## config.mk

```make
export PLATFORM = sky130hd
export DESIGN_NAME = cs_err_tally
export DESIGN_NICKNAME = d
export VERILOG_FILES = /design/src/rtl/cs_err_tally.sv
export SDC_FILE = /design/constraint.sdc
export NUM_CORES = 1
export LEC_CHECK = 0
export BUFFER_PORTS_ARGS = -buffer_cell sky130_fd_sc_hd__buf_4
export CAP_MARGIN = 20
export CELL_PAD_IN_SITES_DETAIL_PLACEMENT = 0
export CELL_PAD_IN_SITES_GLOBAL_PLACEMENT = 1
export CORE_MARGIN = 10
export CORE_UTILIZATION = 35
export CTS_CLUSTER_DIAMETER = 50
export DETAILED_ROUTE_END_ITERATION = 8
export GPL_TIMING_DRIVEN = 0
export HOLD_SLACK_MARGIN = 0.12
export PLACE_DENSITY_LB_ADDON = 0.1
export SLEW_MARGIN = 20
export SYNTH_ARGS = -nofsm -noshare
export SYNTH_HDL_FRONTEND = slang
export SYNTH_SLANG_ARGS = --single-unit
```

## constraint.sdc

```tcl
create_clock -name clk -period 2.4 [get_ports clk]
set_clock_uncertainty 0.1 [all_clocks]
set_input_delay 0.12 -clock clk [delete_from_list [all_inputs] [get_ports clk]]
set_output_delay 0.12 -clock clk [all_outputs]
set_load 0.02 [all_outputs]
```

## src/rtl/cs_err_tally.sv

```systemverilog
// Mismatch bookkeeping for the CS checker.
// clk, reset      : clock, sync active-high reset
// clear           : start of a new run, same effect as reset
// cmp_en/mismatch : a compare happens this edge / it failed
// idx             : pattern index of the current compare
// fin             : final compare edge, latches pass
// err_cnt         : saturating mismatch count
// first_err_idx   : index of first mismatch, all-ones if none
// pass            : 1 iff no mismatch, valid once fin has been seen
module cs_err_tally #(
  parameter int ADDR_W = 15,
  parameter int ERR_W  = 16
) (
  input  logic              clk,
  input  logic              reset,
  input  logic              clear,
  input  logic              cmp_en,
  input  logic              mismatch,
  input  logic [ADDR_W-1:0] idx,
  input  logic              fin,
  output logic [ERR_W-1:0]  err_cnt,
  output logic [ADDR_W-1:0] first_err_idx,
  output logic              pass
);
  logic             hit;
  logic [ERR_W-1:0] err_nxt;

  assign hit     = cmp_en && mismatch;
  assign err_nxt = (hit && err_cnt != '1) ? err_cnt + 1'b1 : err_cnt;

  always_ff @(posedge clk) begin
    if (reset || clear) begin
      err_cnt       <= '0;
      first_err_idx <= '1;
      pass          <= 1'b0;
    end else begin
      err_cnt <= err_nxt;
      if (hit && first_err_idx == '1) first_err_idx <= idx;
      // pass must include the compare landing on this same edge
      if (fin) pass <= (err_nxt == '0);
    end
  end
endmodule

```

After elaboration in Yosys (flattened, before gate mapping):

Index checks and enable logic that the tools add are counted.

* $add $sub $neg: 1
* equal/unequal tests: 2
* muxes and demuxes: 1
* reduce and logical (&&, ||, !) cells: 5

Operator list (number)
* adder 16 x 1 -> 16 bit, second input constant: 1
* logical NOT 16 bit: 1
* two-way mux 16 bit: 1
* inequality test 16 bit, second input constant: 1
* == test 15 bit, second input constant: 1
* logical AND 1 bit: 3
* logical OR 1 bit: 1

* flip-flop bits (word level): 32
* input bits: 21

Depth between registers and ports, before layout:

Gate-level depths: netlist of run 1.

* depth after elaboration: 4
* depth in mapped cells: 8
* gate-level depth less buffers: 7

Worst setup path after synthesis of run 1:

Ideal clock, no wire load.

* path type: register to register
* from: reg err_cnt[0]
* to: reg pass
* library setup time: 69 ps
* arrival time: 2164 ps
* data required time: 2231 ps
* slack: 67 ps
* cell stages (with the launch flop): 8
* path buffers: 0
* period minus slack after synthesis: 2333 ps
* cell sequence: dfxtp_1 > ha_1 > nand3_1 > nor4_1 > mux2i_1 > nand3_1 > or4_1 > o21ai_1

* word-level cells in the longest chain between the ends: 4
* elaborated cells between the ends (all ways): 5
* classes of those cells: add/sub: 1; eq/ne: 1; mux: 1; reduce/logical: 2

RTL lines
* start: declaration: RTL line 21 `output logic [ERR_W-1:0] err_cnt,`
* start signal: assignment: RTL line 37 `err_cnt <= err_nxt;`
* branches (longest 2 deep; another with adder 16 x 1 -> 16 bit)
* two-way mux 16 bit *: RTL line 29 `assign err_nxt = (hit && err_cnt != '1) ? err_cnt + 1'b1 : err_cnt;`
* logical NOT 16 bit *: RTL line 40 `if (fin) pass <= (err_nxt == '0);`
* end signal: assignment: RTL line 40
* end: declaration: RTL line 23 `output logic pass`

Mark *: on every way between the ends.
A chain may end at the register's enable or synchronous reset.

Worst setup path in the final report of run 1:

* from: reg err_cnt[2]
* to: reg pass

The elaborated chain is that of the path after synthesis.

==> impl_metrics.json, run 1 <==
{
  "status": "completed",
  "routed_wl_um": 4740,
  "ctsLongestPathBuffers": 2,
  "fmax_mhz": 447,
  "crit_slowest_cell": "sky130_fd_sc_hd__or4b_1",
  "leading_cell_type_in_the_layout_fill_and_taps_excluded": "sky130_fd_sc_hd__buf_4",
  "total_vias_in_the_final_route": 1683,
  "count_of_flip_flops_with_a_built_in_enable_after_synthesis": 0,
  "source_to_sink_clock_delay_at_the_later_pin_of_the_worst_skew_pair_ns": 0.29,
  "nets": 291,
  "start_kind": "flip-flop",
  "start_util": 0.357,
  "cts_made_buffers": 5,
  "fillerInstances": 442,
  "fin_tns_setup_ns": 0,
  "whs_path_depth": 3,
  "rows": 24,
  "final_cell_mix": "sky130_fd_sc_hd__buf_4 (55), sky130_fd_sc_hd__dfxtp_1 (30), sky130_fd_sc_hd__nor2_1 (24)",
  "syn_avg_cell_area_um2": 8.02,
  "critical_path_required_ns": 2.53,
  "drcViolationCount": 0,
  "hold_path_startpoint": "mismatch",
  "grt_most_used_layer": "met2",
  "met3_usage": 0.0647,
  "clk_root_buffer_cell": "sky130_fd_sc_hd__clkbuf_8",
  "via_count_of_the_first_global_routing_pass": 1677,
  "drv.max_cap_violation_count": 0,
  "rr_startpoint": "err_cnt[2]$_SDFF_PP0_",
  "portBuffers": 52,
  "p_per_area_nw_per_um2": 518,
  "finalCriticalPeriod_ns": 2.24,
  "timing.reg2reg.setup_slack_ns": 0.16,
  "cp_max_fo": 6,
  "ys_seq_elements": 32,
  "post_layout_nonfiller_instances": 322,
  "final.period_utilization": 0.932,
  "syn-num-nets": 213,
  "reg2regPathDepth": 6,
  "grt_use_met1": 0.139,
  "post_drt_wl_per_cell_um": 14.7,
  "ys_async_sr_fraction": 0,
  "antenna_violating_nets_post_route": 0,
  "die-area_um2": 7430,
  "portion_of_the_post_synthesis_area_used_by_sequential_elements": 0.418,
  "timing.rr.end": "pass$_SDFFE_PP0P_",
  "path_class": "reg -> reg",
  "yosys_warnings": 0,
  "area_growth_pct": 56.2,
  "worst_path_dominant_cell_family": "simple AND/OR/NAND/NOR gates",
  "use_met2": 0.208,
  "h-tree-depth": 2,
  "first_pass_iteration_count_of_the_detailed_router": 5,
  "vias_per_cell": 5.23,
  "netlist-cell-type-count": 42,
  "drt_first_iter_violations": 120,
  "place_congestion": 0.810,
  "grt_overflow_total": 0,
  "grt_antenna_before_repair": 0,
  "static-leakage-power_nw": 0.923,
  "floorplan.die.height_um": 86.2,
  "pin_count_of_the_biggest_net_entering_global_routing": 11,
  "crit_buf_inv": 0,
  "path_cells": "nand3_1 -> or3_4 -> or4b_1 -> a22o_1 -> a22o_1 -> o21ai_1",
  "synth_cells": 191,
  "yosys_most_used_dff": "sky130_fd_sc_hd__dfxtp_1",
  "final_layout_size_suffix_gt1_frac": 0.289,
  "number_of_clock_sinks": 32,
  "peak_supply_drop_mv": 0.349,
  "boundaryPins": 53,
  "hold-path-endpoint": "err_cnt[2]$_SDFF_PP0_",
  "critical-path-top-cell-by-count": "sky130_fd_sc_hd__a22o_1",
  "track_usage": 0.126,
  "multiInputGateArea_um2": 910,
  "worst_slew_margin_rel": 0.473,
  "critical_path.endpoint_type": "flip-flop",
  "hold_viol_final": 0,
  "n_antenna_cell": 0,
  "critPathArrivalTime_ns": 2.37,
  "dp_hpwl_um": 3400,
  "register_area_um2": 643,
  "tightest_slew_ns": 0.787,
  "grt_first_pass_wirelength_um": 7790,
  "cts_tree": "built",
  "mappedNetlistArea_um2": 1530,
  "coreArea_um2": 4290,
  "setup_viol_count_final": 0,
  "worst_setup_hold_path_clk_slew_ns": 0.07,
  "dp_cells": 295,
  "report.final.slew_viol_count": 0,
  "die_x_um": 86.2,
  "holdCritPathClass": "in -> reg",
  "critPathMaxStageDelay_ns": 0.51
}
-- worst min-delay path, stage by stage --
cell and delay (ns):
sky130_fd_sc_hd__buf_4 0.11, sky130_fd_sc_hd__and4_1 0.21, sky130_fd_sc_hd__a211oi_1 0.07
-- registers in the layout, summed over array words and instances (netlist names) --
signal,count
pass,1
first_err_idx,15
err_cnt,16
-- worst max path at each step --
stage / startpoint / end / slack [ns] / cells after the start
6_report: err_cnt[2]$_SDFF_PP0_ / pass$_SDFFE_PP0P_ / 0.16 / 6
5_1_grt: err_cnt[11]$_SDFF_PP0_ / pass$_SDFFE_PP0P_ / -0.01 / 8
4_1_cts: err_cnt[10]$_SDFF_PP0_ / pass$_SDFFE_PP0P_ / 0.02 / 7
3_5_place_dp: err_cnt[0]$_SDFF_PP0_ / pass$_SDFFE_PP0P_ / -0.06 / 7
3_3_place_gp: err_cnt[0]$_SDFF_PP0_ / pass$_SDFFE_PP0P_ / -0.14 / 7
2_1_floorplan: err_cnt[0]$_SDFF_PP0_ / pass$_SDFFE_PP0P_ / 0.07 / 7
-- timing repair --
action                     CTS  global route
hold endpoints to repair    16             0
hold buffers                21             0
setup endpoints to repair    1             6
buffers inserted             0             3
pin swaps                    0             2
gates resized for setup      4             9
-- final cells by class --
cell class,instances,area share
multi-input combinational,147,0.380
sequential,32,0.269
timing repair buffer,76,0.260
clock buffer,7,0.0402
tap,52,0.0272
clock inverter,1,0.0125
buffer,5,0.00836
inverter,2,0.00313
-- stage by stage --
step	area (um^2)	hold WS (ns)	util	power [mW]	setup WS, ns
2_1_floorplan	1530	0.166	-	0.604	0.0668
3_3_place_gp	1990	0.251	0.463	0.657	-0.140
3_5_place_dp	1990	0.255	0.463	0.656	-0.0596
4_1_cts	2350	0.171	0.547	1.25	0.0191
5_1_grt	2390	0.182	0.558	1.29	-0.0135
6_report	2390	0.170	0.558	1.24	0.162
-- power by group --
group / internal (mW) / total, mW / switching, mW
registers: 0.539 / 0.546 / 0.00666
clock network: 0.366 / 0.573 / 0.207
logic: 0.0665 / 0.122 / 0.0551
total: 0.972 / 1.24 / 0.269
-- metal layers --
layer,vias up,share of wire
met5,-,0
met3,4,0.091
met4,0,0.0065
met2,58,0.47
met1,774,0.43
li1,847,-
-- synthesized netlist by cell type, types with 2 or more instances --
library cell | number | share of area
sky130_fd_sc_hd__a211oi_1 | 2 | 0.0098
sky130_fd_sc_hd__dfxtp_1 | 32 | 0.42
sky130_fd_sc_hd__nand4_1 | 10 | 0.041
sky130_fd_sc_hd__nand2_1 | 22 | 0.054
sky130_fd_sc_hd__nand2b_1 | 2 | 0.0082
sky130_fd_sc_hd__nor2_1 | 24 | 0.059
sky130_fd_sc_hd__a21oi_1 | 2 | 0.0065
sky130_fd_sc_hd__clkbuf_1 | 9 | 0.022
sky130_fd_sc_hd__nor3_1 | 5 | 0.016
sky130_fd_sc_hd__nand3_1 | 11 | 0.036
sky130_fd_sc_hd__and3_1 | 3 | 0.012
sky130_fd_sc_hd__nor4_1 | 5 | 0.020
sky130_fd_sc_hd__mux2i_1 | 5 | 0.033
sky130_fd_sc_hd__inv_1 | 2 | 0.0049
sky130_fd_sc_hd__xnor2_1 | 7 | 0.040
sky130_fd_sc_hd__and4_1 | 2 | 0.011
sky130_fd_sc_hd__or3_1 | 3 | 0.012
sky130_fd_sc_hd__a31oi_1 | 2 | 0.0082
sky130_fd_sc_hd__o21ai_0 | 19 | 0.062
sky130_fd_sc_hd__a22o_1 | 2 | 0.011
-- cells by family after synthesis --
kind of cell / share of synthesized area
xor gates and xnor gates: 0.0457
muxes: 0.0327
adders and majority gates: 0.00816
buffers and inverters: 0.0302
DFF: 0.418
and+or+nand+nor: 0.320
AOI/OAI and AO/OA: 0.145
(Power assumes the default switching activity.)
==> run 2: changes to the inputs <==
--- a/config.mk
+++ b/config.mk
@@ -10,7 +10,7 @@
 export CELL_PAD_IN_SITES_DETAIL_PLACEMENT = 0
 export CELL_PAD_IN_SITES_GLOBAL_PLACEMENT = 1
 export CORE_MARGIN = 10
-export CORE_UTILIZATION = 35
+export CORE_UTILIZATION = 38
 export CTS_CLUSTER_DIAMETER = 50
 export DETAILED_ROUTE_END_ITERATION = 8
 export GPL_TIMING_DRIVEN = 0
==> constraint.sdc (replaced) <==
create_clock -name clk -period 2.74 [get_ports clk]
set_clock_uncertainty 0.1 [all_clocks]
set_input_delay 0.137 -clock clk [delete_from_list [all_inputs] [get_ports clk]]
set_output_delay 0.137 -clock clk [all_outputs]
set_load 0.02 [all_outputs]
==> impl_metrics.json, run 2 (synthesized netlist as in run 1, its figures left out) <==
{
  "final_cell_mix": "sky130_fd_sc_hd__buf_4 (52), sky130_fd_sc_hd__dfxtp_1 (32), sky130_fd_sc_hd__nor2_1 (24)",
  "area_growth_pct": 50.4,
  "cts_made_buffers": 5,
  "setup_viol_count_final": 0,
  "critPathLaunch": "err_cnt[10]$_SDFF_PP0_",
  "holdCritPathClass": "in -> reg",
  "share_clk_of_total_power": 0.434,
  "fin_tns_setup_ns": 0,
  "postCtsSetupRepairBufs": 0,
  "hold_viol_final": 0,
  "total_vias_in_the_final_route": 1658,
  "leading_cell_type_in_the_layout_fill_and_taps_excluded": "sky130_fd_sc_hd__buf_4",
  "pre_cts_slack_ns": 0.243,
  "finalCriticalPeriod_ns": 2.48,
  "antenna_violating_nets_post_route": 0,
  "floorplan.die.height_um": 83.5,
  "n_antenna_cell": 0,
  "multiInputGateArea_um2": 852,
  "source_to_sink_clock_delay_at_the_later_pin_of_the_worst_skew_pair_ns": 0.29,
  "post_drt_wl_per_cell_um": 15.7,
  "routed_wl_um": 5040,
  "top_regs": "err_cnt x16, first_err_idx x15, pass x1",
  "start_util": 0.389,
  "drt_first_iter_violations": 78,
  "place_congestion": 0.879,
  "drcViolationCount": 0,
  "layout_setup_ws_ns": 0.264,
  "postLayoutCoreUtil": 0.585,
  "grt_antenna_before_repair": 0,
  "die_x_um": 83.5,
  "ctsLongestPathBuffers": 2,
  "critical_path_required_ns": 2.87,
  "die-area_um2": 6970,
  "critical_path.endpoint_type": "flip-flop",
  "grt_setup_unrepaired": "false",
  "fmax_mhz": 404,
  "static-leakage-power_nw": 0.872,
  "p_sw_frac": 0.229,
  "status": "completed",
  "grt_overflow_total": 0,
  "path_class": "reg -> reg",
  "rows": 23,
  "via_count_of_the_first_global_routing_pass": 1642,
  "number_of_clock_sinks": 32,
  "nets": 292,
  "netSwitchingPower_uw": 237,
  "dp_hpwl_um": 3490,
  "cell_internal_pwr_uw": 800,
  "pin_count_of_the_biggest_net_entering_global_routing": 11,
  "clk_root_buffer_cell": "sky130_fd_sc_hd__clkbuf_8",
  "worst_setup_hold_path_clk_slew_ns": 0.07,
  "p_per_area_nw_per_um2": 450,
  "hold_path_startpoint": "mismatch",
  "comb_power_share": 0.106,
  "final.period_utilization": 0.904,
  "coreArea_um2": 3940,
  "critPathArrivalTime_ns": 2.60,
  "cp_max_fo": 8,
  "largest_register_ff_count": 16,
  "report.final.slew_viol_count": 0,
  "h-tree-depth": 2,
  "rr_startpoint": "err_cnt[10]$_SDFF_PP0_",
  "fillerInstances": 391,
  "track_usage": 0.142,
  "register_area_um2": 641,
  "final_layout_size_suffix_gt1_frac": 0.240,
  "portBuffers": 52,
  "portion_of_total_power_attributed_to_sequential_cells": 0.461,
  "boundaryPins": 53,
  "first_pass_iteration_count_of_the_detailed_router": 4,
  "vias_per_cell": 5.17,
  "worst_slew_margin_rel": 0.521,
  "tightest_slew_ns": 0.716,
  "grt_first_pass_wirelength_um": 8230,
  "cts_tree": "built",
  "peak_supply_drop_mv": 0.292,
  "drv.max_cap_violation_count": 0,
  "start_kind": "flip-flop",
  "largest-register": "err_cnt"
}
## run 2: cell count changes in the layout (fill, tap and decap cells not counted), sizes merged
cell    change
buf         -3
clkinv      +1
clkbuf      +3
## run 2: timing repair
| action | CTS | global route |
|---|---|---|
| gates resized for setup | 0 | 1 |
| setup endpoints to repair | 0 | 1 |
| endpoints found under the hold margin | 16 | 0 |
| hold buffers | 21 | 0 |
## run 2: path summary, 6_finish.rpt
| kind | end | slack (ns) | cells after the start |
|---|---|---|---|
| worst max-delay path | pass$_SDFFE_PP0P_ | 0.26 | 7 |
| worst min-delay path | err_cnt[2]$_SDFF_PP0_ | 0.19 | 3 |
| worst max register to register | pass$_SDFFE_PP0P_ | 0.26 | 7 |
| worst min register to register | first_err_idx[10]$_SDFFE_PP1P_ | 0.38 | 2 |
## run 2: through the flow
step / hold slack, ns / instances / total power, mW / area [um^2]
2_1_floorplan: 0.183 / 191 / 0.529 / 1530
3_3_place_gp: 0.268 / 293 / 0.576 / 1990
3_5_place_dp: 0.272 / 293 / 0.576 / 1990
4_1_cts: 0.188 / 322 / 1.04 / 2300
5_1_grt: 0.209 / 321 / 1.08 / 2310
6_report: 0.193 / 321 / 1.04 / 2310
## run 2: power groups by stage
stage | Sequential [mW] | Clock [mW] | Combinational (mW)
2_1_floorplan | 0.496 | 0 | 0.0326
3_3_place_gp | 0.488 | 0 | 0.0877
3_5_place_dp | 0.488 | 0 | 0.0878
4_1_cts | 0.478 | 0.457 | 0.109
5_1_grt | 0.479 | 0.477 | 0.122
6_report | 0.478 | 0.450 | 0.110
## run 2: cell type report
class,instances,share of cell area
Buffer,9,0.0152
Clock buffer,6,0.0315
Clock inverter,2,0.0152
Inverter,2,0.00326
Multi-Input combinational cell,147,0.370
Sequential cell,32,0.278
Tap cell,50,0.0271
Timing Repair Buffer,73,0.260
## run 2: per-layer routing
| layer | track usage | wire, um |
|---|---|---|
| met1 | 0.178 | 2330 |
| met2 | 0.222 | 2310 |
| met3 | 0.0439 | 301 |
| met4 | 0.0487 | 95 |
| met5 | 0 | 0 |
## run 2: worst max-delay path, cell delays in order, from the launching register on
cell and delay (ns):
sky130_fd_sc_hd__dfxtp_1 0.33, sky130_fd_sc_hd__clkbuf_1 0.28, sky130_fd_sc_hd__nand4_1 0.31, sky130_fd_sc_hd__nor3_1 0.35
sky130_fd_sc_hd__a21oi_1 0.20, sky130_fd_sc_hd__mux2i_1 0.18, sky130_fd_sc_hd__or4_1 0.54, sky130_fd_sc_hd__o21ai_1 0.12
==> run 3: changes to the inputs <==
==> constraint.sdc (replaced) <==
create_clock -name clk -period 2.74 [get_ports clk]
set_clock_uncertainty 0.1 [all_clocks]
set_input_delay 0.137 -clock clk [delete_from_list [all_inputs] [get_ports clk]]
set_output_delay 0.137 -clock clk [all_outputs]
set_load 0.1 [all_outputs]
==> impl_metrics.json, run 3 (synthesized netlist as in run 1, its figures left out) <==
{
  "report.final.slew_viol_count": 0,
  "top_regs": "err_cnt x16, first_err_idx x15, pass x1",
  "final_cell_mix": "sky130_fd_sc_hd__buf_4 (52), sky130_fd_sc_hd__nor2_1 (24), sky130_fd_sc_hd__nand2_1 (22)",
  "finalPower_mw": 1.08,
  "cp_max_fo": 8,
  "drv.max_cap_violation_count": 0,
  "leading_cell_type_in_the_layout_fill_and_taps_excluded": "sky130_fd_sc_hd__buf_4",
  "routed_wl_um": 5010,
  "first_pass_iteration_count_of_the_detailed_router": 4,
  "worst_setup_hold_path_clk_slew_ns": 0.07,
  "hold_viol_final": 0,
  "start_util": 0.389,
  "start_kind": "flip-flop",
  "ctsLongestPathBuffers": 2,
  "via_count_of_the_first_global_routing_pass": 1643,
  "floorplan.die.height_um": 83.5,
  "antenna_violating_nets_post_route": 0,
  "dp_cells": 293,
  "final_cell_area_um2": 2320,
  "path_cells": "clkbuf_1 -> nand4_1 -> nor4_1 -> mux2i_1 -> nand3_1 -> or4_1 -> o21ai_1",
  "static-leakage-power_nw": 0.879,
  "number_of_clock_sinks": 32,
  "path_class": "reg -> reg",
  "boundaryPins": 53,
  "postLayoutCoreUtil": 0.589,
  "coreArea_um2": 3940,
  "die_x_um": 83.5,
  "grt_antenna_before_repair": 0,
  "fin_tns_setup_ns": 0,
  "cts_made_buffers": 5,
  "post_drt_wl_per_cell_um": 15.6,
  "finalCriticalPeriod_ns": 2.53,
  "tightest_slew_ns": 0.659,
  "pre_cts_slack_ns": 0.263,
  "largest-register": "err_cnt",
  "grt_setup_unrepaired": "false",
  "status": "completed",
  "place_congestion": 0.827,
  "pin_count_of_the_biggest_net_entering_global_routing": 11,
  "grt_overflow_total": 0,
  "grt_first_pass_wirelength_um": 8270,
  "critical_path.endpoint_type": "flip-flop",
  "rows": 23,
  "drt_first_iter_violations": 104,
  "p_per_area_nw_per_um2": 466,
  "total_vias_in_the_final_route": 1670,
  "source_to_sink_clock_delay_at_the_later_pin_of_the_worst_skew_pair_ns": 0.29,
  "peak_supply_drop_mv": 0.239,
  "fmax_mhz": 395,
  "drcViolationCount": 0,
  "final_layout_size_suffix_gt1_frac": 0.279,
  "die-area_um2": 6970,
  "critPathMaxStageDelay_ns": 0.47,
  "worst_slew_margin_rel": 0.559,
  "cts_tree": "built",
  "final.period_utilization": 0.923,
  "portBuffers": 52,
  "n_antenna_cell": 0,
  "hold_ws_ns": 0.167,
  "clk_root_buffer_cell": "sky130_fd_sc_hd__clkbuf_8",
  "area_growth_pct": 51.5,
  "nets": 293,
  "fillerInstances": 376,
  "critical_path_required_ns": 2.87,
  "critPathArrivalTime_ns": 2.66,
  "post_layout_nonfiller_instances": 322,
  "vias_per_cell": 5.19,
  "h-tree-depth": 2,
  "layout_setup_ws_ns": 0.211,
  "dp_hpwl_um": 3480,
  "crit_slowest_cell": "sky130_fd_sc_hd__or4_1",
  "holdCritPathClass": "in -> reg",
  "setup_viol_count_final": 0,
  "worst_path_dominant_cell_family": "simple AND/OR/NAND/NOR gates",
  "placed_area_um2": 2000,
  "crit_buf_inv": 1,
  "largest_register_ff_count": 16,
  "track_usage": 0.144,
  "postCtsSetupRepairBufs": 0
}
## run 3: worst reg2reg max path, stage by stage, from the launching register on
cell and delay (ns):
sky130_fd_sc_hd__dfxtp_2 0.32, sky130_fd_sc_hd__clkbuf_1 0.27, sky130_fd_sc_hd__nand4_1 0.32, sky130_fd_sc_hd__nor4_1 0.42, sky130_fd_sc_hd__mux2i_1 0.32, sky130_fd_sc_hd__nand3_1 0.10, sky130_fd_sc_hd__or4_1 0.47, sky130_fd_sc_hd__o21ai_1 0.13
## run 3: area by class of cell
cell class / instances / area [um^2] / area share
clock buffer: 6 / 72.6 / 0.0312
clock inverter: 2 / 35.0 / 0.0151
tap: 50 / 62.6 / 0.0269
multi-input combinational: 147 / 851 / 0.366
sequential: 32 / 654 / 0.282
buffer: 10 / 38.8 / 0.0167
inverter: 2 / 7.51 / 0.00323
timing repair buffer: 73 / 601 / 0.259
## run 3: metal layers
layer / part of all wire / routed length [um] / up-vias / global-route usage
met2: 0.47 / 2350 / 49 / 0.221
met1: 0.45 / 2270 / 759 / 0.181
met3: 0.065 / 324 / 7 / 0.0547
met4: 0.012 / 60 / 0 / 0.0441
li1: - / - / 855 / -
met5: 0 / 0 / - / 0
## run 3: power breakdown
part           leakage (nW)  switching [mW]  total [mW]  internal (mW)
clock network        0.0552           0.183       0.453          0.270
logic                 0.559          0.0943       0.153         0.0585
registers             0.265         0.00554       0.478          0.472
total                 0.879           0.283        1.08          0.800
## run 3: final timing paths
check,slack [ns],start,to,depth (start not counted)
worst max-delay path,0.21,err_cnt[10]$_SDFF_PP0_,pass$_SDFFE_PP0P_,7
worst min-delay path,0.17,reset,err_cnt[3]$_SDFF_PP0_,4
worst max register to register,0.21,err_cnt[10]$_SDFF_PP0_,pass$_SDFFE_PP0P_,7
worst min register to register,0.38,first_err_idx[5]$_SDFFE_PP1P_,first_err_idx[5]$_SDFFE_PP1P_,2
## run 3: what timing repair did
action / in CTS / in global routing
gates resized for setup: 0 / 1
endpoints found under the hold margin: 16 / 0
hold buffers: 21 / 0
endpoints found under the setup margin: 0 / 1
